### src/rtl/hs_pkg.sv
// hs_pkg: shared state type and default parameters for the req/ack handshake sender.
package hs_pkg;
  typedef enum logic [1:0] {IDLE, REQ, REL} hs_state_t;
  localparam int DATA_WIDTH_DEF     = 32;
  localparam int SYNC_STAGES_DEF    = 2;
  localparam int TIMEOUT_CYCLES_DEF = 1024;
endpackage

### src/rtl/hs_sender_sync_chain.sv
// sync_chain: STAGES-deep flop chain that brings an asynchronous level into the clk domain.
// Ports: clk (local clock), areset (async active-high, clears chain to 0),
//        i_d (asynchronous level in), o_q (synchronized level out).
module sync_chain #(
  parameter int STAGES = 2
) (
  input  logic clk,
  input  logic areset,
  input  logic i_d,
  output logic o_q
);
  logic [STAGES-1:0] r_sync;
  always_ff @(posedge clk or posedge areset)
    if (areset) r_sync <= '0;
    else        r_sync <= {r_sync[STAGES-2:0], i_d};
  assign o_q = r_sync[STAGES-1];
endmodule

### src/rtl/hs_sender.sv
// hs_sender: source side of a four-phase req/ack handshake into a foreign clock domain.
// Ports: clk/areset (local clock, async active-high reset); i_data/i_valid/o_ready (local
//        accept of a word); o_data/o_req (word and request level to the remote side);
//        i_ack (asynchronous remote acknowledge); o_busy (transfer in flight);
//        o_done/o_timeout (one-cycle completion or timeout pulses). All outputs are flops.
module hs_sender
  import hs_pkg::*;
#(
  parameter int DATA_WIDTH     = DATA_WIDTH_DEF,
  parameter int SYNC_STAGES    = SYNC_STAGES_DEF,
  parameter int TIMEOUT_CYCLES = TIMEOUT_CYCLES_DEF
) (
  input  logic                  clk,
  input  logic                  areset,
  input  logic [DATA_WIDTH-1:0] i_data,
  input  logic                  i_valid,
  output logic                  o_ready,
  output logic [DATA_WIDTH-1:0] o_data,
  output logic                  o_req,
  input  logic                  i_ack,
  output logic                  o_busy,
  output logic                  o_done,
  output logic                  o_timeout
);
  localparam int          CW      = (TIMEOUT_CYCLES < 1) ? 1 : $clog2(TIMEOUT_CYCLES + 1);
  localparam int unsigned TMAX    = (TIMEOUT_CYCLES == 0) ? 0 : TIMEOUT_CYCLES - 1;
  localparam logic [CW-1:0] CNT_MAX = CW'(TMAX);
  localparam bit          TMO_EN  = TIMEOUT_CYCLES != 0;

  hs_state_t             r_state, w_next;
  logic [CW-1:0]         r_cnt;
  logic [DATA_WIDTH-1:0] r_data;
  logic r_req, r_ready, r_busy, r_done, r_timeout, r_tmo_flag;
  logic w_ack_s, w_tmo_hit, w_done, w_req, w_ready, w_busy;

  sync_chain #(.STAGES(SYNC_STAGES)) u_ack_sync (
    .clk    (clk),
    .areset (areset),
    .i_d    (i_ack),
    .o_q    (w_ack_s)
  );

  // An ack seen in the same cycle as the last count wins over the timeout.
  always_comb w_tmo_hit = TMO_EN && r_state == REQ && !w_ack_s && r_cnt == CNT_MAX;

  always_ff @(posedge clk or posedge areset)
    if (areset) r_state <= IDLE;
    else        r_state <= w_next;

  always_comb begin
    w_next = r_state;
    case (r_state)
      IDLE:    w_next = i_valid ? REQ : IDLE;
      REQ:     w_next = (w_ack_s || w_tmo_hit) ? REL : REQ;
      REL:     w_next = w_ack_s ? REL : IDLE;
      default: w_next = IDLE;
    endcase
  end

  // Outputs are computed from the next state so the registered copies line up with it.
  always_comb begin
    w_req   = w_next == REQ;
    w_ready = w_next == IDLE;
    w_busy  = w_next != IDLE;
    w_done  = r_state == REL && !w_ack_s && !r_tmo_flag;
  end

  always_ff @(posedge clk or posedge areset)
    if (areset) begin
      r_data     <= '0;
      r_cnt      <= '0;
      r_tmo_flag <= 1'b0;
      r_req      <= 1'b0;
      r_ready    <= 1'b1;
      r_busy     <= 1'b0;
      r_done     <= 1'b0;
      r_timeout  <= 1'b0;
    end else begin
      if (r_state == IDLE && i_valid) r_data <= i_data;
      r_cnt      <= (r_state == REQ && !w_ack_s) ? r_cnt + CW'(1) : '0;
      r_tmo_flag <= r_state != IDLE && (r_tmo_flag || w_tmo_hit);
      r_req      <= w_req;
      r_ready    <= w_ready;
      r_busy     <= w_busy;
      r_done     <= w_done;
      r_timeout  <= w_tmo_hit;
    end

  assign o_ready   = r_ready;
  assign o_data    = r_data;
  assign o_req     = r_req;
  assign o_busy    = r_busy;
  assign o_done    = r_done;
  assign o_timeout = r_timeout;
endmodule

### config.mk
export PLATFORM = sky130hd
export DESIGN_NAME = hs_sender
export DESIGN_NICKNAME = d
export VERILOG_FILES = /design/src/rtl/hs_pkg.sv /design/src/rtl/hs_sender_sync_chain.sv /design/src/rtl/hs_sender.sv
export SDC_FILE = /design/constraint.sdc
export NUM_CORES = 1
export LEC_CHECK = 0
export CORE_MARGIN = 10
export CORE_UTILIZATION = 49
export CTS_BUF_LIST = sky130_fd_sc_hd__clkbuf_4
export CTS_CLUSTER_DIAMETER = 150
export CTS_CLUSTER_SIZE = 8
export DETAILED_ROUTE_END_ITERATION = 8
export HOLD_SLACK_MARGIN = 0.02
export PLACE_DENSITY_LB_ADDON = 0.05
export SETUP_SLACK_MARGIN = 0.2
export SYNTH_ARGS = -nofsm -noshare
export SYNTH_HDL_FRONTEND = slang
export SYNTH_SLANG_ARGS = --single-unit
### constraint.sdc
create_clock -name clk -period 4.5 [get_ports clk]
set_clock_uncertainty 0.1 [all_clocks]
set_input_delay 0.675 -clock clk [delete_from_list [all_inputs] [get_ports clk]]
set_output_delay 0.675 -clock clk [all_outputs]
set_load 0.02 [all_outputs]
==> out/qor.csv <==
stage;metric;value;unit
global_routing;grt_pass1_wl;7.93;mm
logic_synthesis;synth_top_area_share;62.8;%
logic_synthesis;number_of_nets_produced_by_synthesis;182;
logic_synthesis;synth_top_flop_cell;dfrtp_1;
power;leakage;1.20;nW
logic_synthesis;number_of_enable_flip_flop_cells_after_synthesis;0;
timing;tns;0;ps
worst_setup_path;crit_buf_inv;2;
logic_synthesis;yosys_warnings;0;
final_layout;final_common_cell;clkdlybuf4s50_1;
route;initialDrtViolationCount;104;
placed_design;finalWeightedCongestion;0.778;
route;drt_pre_antenna_iters;4;
final_layout;number_of_antenna_diodes;0;
timing;final-hold-violation-count;0;
logic_synthesis;synth_top_cell_by_area;dfrtp_1;
worst_setup_path;slowest_delay;660;ps
route;final_antenna_net_count;0;
final_layout;fillers;278;
cts;clock_sink_count;53;
logic_synthesis;post_synth_instance_area;2070;um^2
placed_design;dp.final_hpwl;3.67;mm
outcome;status;finished clean;
global_routing;grt_start_max_net_pins;54;
worst_setup_path;worstSetupStartpointType;input pin;
final_layout;most-common-layout-cells;clkdlybuf4s50_1, dfrtp_1, mux2_2;
logic_synthesis;synthCells;145;
logic_synthesis;combinational_family_with_the_most_area_after_synthesis;multiplexers;
route;vias_per_cell;5.16;
final_layout;share_of_final_layout_standard_cells_stronger_than_drive_strength_1;19.6;%
global_routing;global_route.usage.total;13.4;%
logic_synthesis;yosys.area_share.adder;0.604;%
logic_synthesis;synth_area_in_compound_gates;4.95;%
worst_setup_path;crit_family;buffers and inverters;
cts;cts_buffer_depth;2;
floorplanning;die_x;85.0;um
cts;tritoncts_clock_tree;built;
cts;clock_transition_at_the_registers_of_the_reported_paths;130;ps
timing;max_clock_freq;0.413;GHz
floorplanning;placeableCoreArea;4060;um^2
cts;cts_setup_buffers;0;
logic_synthesis;synthesis_stage_register_bit_count;53;
global_routing;first_global_vias;1626;
timing;grt_setup_unrepaired;false;
power;worst_vdd_drop;392;uV
floorplanning;initial_core_util;51.0;%
floorplanning;top_level_ports;73;
cts;tritoncts.num_buffers;5;
floorplanning;die_height;85.0;um
timing;worst_slew_margin_rel;29.4;%
logic_synthesis;ys_types;31;
power;cellPowerDensity;640;nW/um^2
logic_synthesis;synth.yosys.seq_area_share;64.1;%
worst_setup_path;arrival;2560;ps
cts;ctsRootBufferMaster;clkbuf_4;
floorplanning;placementRows;23;
logic_synthesis;synth_top_cells_by_area;dfrtp_1, mux2_2, a21oi_1;
floorplanning;fp.dieArea;7230;um^2
logic_synthesis;synth_xor_xnor_area_share;1.69;%
timing;worstMarginPinSlew;1060;ps
logic_synthesis;syn_avg_cell_area;14.3;um^2
route;post_drt_wl_per_cell;17.3;um
worst_setup_path;crit_slowest_cell;nor3b_4;
global_routing;antenna_violations_before_repair;0;
timing;setup_viol;0;
route;postRouteWirelength;4.67;mm
final_layout;area_delta_synth_final;39.0;%
cts;cts.htree.levels;2;
placed_design;numPortBuffers;72;
job;drv_cap;0;
route;detail_route.drc_violations;0;
cts;worstSkewPairLatency;350;ps
logic_synthesis;synth-async-reset-ratio;100;%
logic_synthesis;yosys.area_share.simple;9.00;%
cts;cts_repair_resize_count;0;
worst_setup_path;timing.critical_path.required;4640;ps
final_layout;num-nets-final;256;
cts;ctsHoldBuffers;0;
timing;slew_violations;0;
route;detailroute.via_count;1388;
logic_synthesis;synth.mux.area_fraction;17.4;%
worst_setup_path;critical_path_cell_by_cell;clkdlybuf4s50_1 -> nor3b_4 -> buf_4 -> mux2_2;
global_routing;grt_overflow_total;0;
timing;min_period_over_period;53.8;%
final_layout;utilization;71.0;%
worst_setup_path;crit_path_end_kind;register;
worst_hold_path;hold_path_class;reg2reg;
worst_setup_path;crit_path_max_fanout;18;
worst_setup_path;timing.setup.critical_path_class;in2reg;
timing;post-route-min-period;2420;ps
## power by group
part	switching [mW]	internal, mW
combinational	0.407	0.476
clock	0.132	0.0632
sequential	0.111	0.655
total	0.650	1.19
## worst register-to-register path: cells and delay by family (launching register included)
family | cells | cell delay, ps
buffers and inverters | 1 | 380
multiplexers | 1 | 370
flip-flops | 1 | 520
AND/OR/NAND/NOR | 1 | 710
## final timing paths
| check | startpoint | to | slack (ps) | cells past startpoint |
|---|---|---|---|---|
| worst max-delay path | i_valid | o_data[17]$_DFFE_PP0P_ | 2080 | 4 |
| min in group asynchronous | areset | o_data[15]$_DFFE_PP0P_ | 780 | 2 |
| worst min register to register | u_ack_sync.r_sync[0]$_DFF_PP0_ | u_ack_sync.r_sync[1]$_DFF_PP0_ | 270 | 0 |
| worst min-delay path | u_ack_sync.r_sync[0]$_DFF_PP0_ | u_ack_sync.r_sync[1]$_DFF_PP0_ | 270 | 0 |
| max in group asynchronous | areset | r_state[0]$_DFF_PP0_ | 2860 | 2 |
| worst max register to register | r_state[1]$_DFF_PP0_ | o_data[17]$_DFFE_PP0P_ | 2320 | 3 |
## cell families (layout without fill, tap and decap cells)
logic type	count (synthesis)	in the layout
AO/OA/AOI/OAI	17	17
flip-flops	53	53
adder cells (fa/ha/maj)	1	1
multiplexers	32	32
AND/OR/NAND/NOR	28	28
XOR/XNOR	4	4
buffers and inverters	10	84
## sequential cells by signal, summed over array words and instances, names as in the netlist
signal and flops:
o_done 1, o_req 1, o_busy 1, u_ack_sync.r_sync 2, r_tmo_flag 1, o_ready 1, o_data 32, o_timeout 1
r_state 2, r_cnt 11
## layout make-up
type	instances	area, um^2	area share [%]
Timing Repair Buffer	73	728	25.3
Sequential cell	53	1330	46.1
Multi-Input combinational cell	82	697	24.2
Clock inverter	1	3.75	0.130
Inverter	4	15.0	0.522
Tap cell	50	62.6	2.17
Clock buffer	6	45.0	1.56
## synth_stat cells, drive strengths merged (2+ instances only)
library cell,number
xor2,2
a21o,2
o21ai,5
dfrtp,52
or3,4
buf,5
o31ai,2
nand4,3
nor2,6
nand2,3
or4,2
a21oi,6
inv,4
xnor2,2
o22a,2
mux2,32
nand3,3
## through the flow
step | instance area [um^2] | power [mW] | instances | worst slack [ps] | hold slack (ps)
2_1_floorplan | 2070 | 1.24 | 145 | 2440 | 231
3_3_place_gp | 2830 | 1.64 | 262 | 1730 | 232
3_5_place_dp | 2830 | 1.68 | 262 | 1650 | 239
4_1_cts | 2880 | 1.87 | 269 | 2050 | 270
5_1_grt | 2880 | 1.95 | 269 | 1970 | 284
6_report | 2880 | 1.84 | 269 | 2080 | 267
## metal layers
| layer | track usage (%) | share of wire [%] | up-vias |
|---|---|---|---|
| met1 | 13.9 | 38 | 682 |
| met5 | 0 | 0 | - |
| li1 | - | - | 658 |
| met3 | 5.35 | 7.8 | 4 |
| met4 | 4.04 | 0.69 | 0 |
| met2 | 24.3 | 54 | 44 |
(Power assumes the default switching activity.)
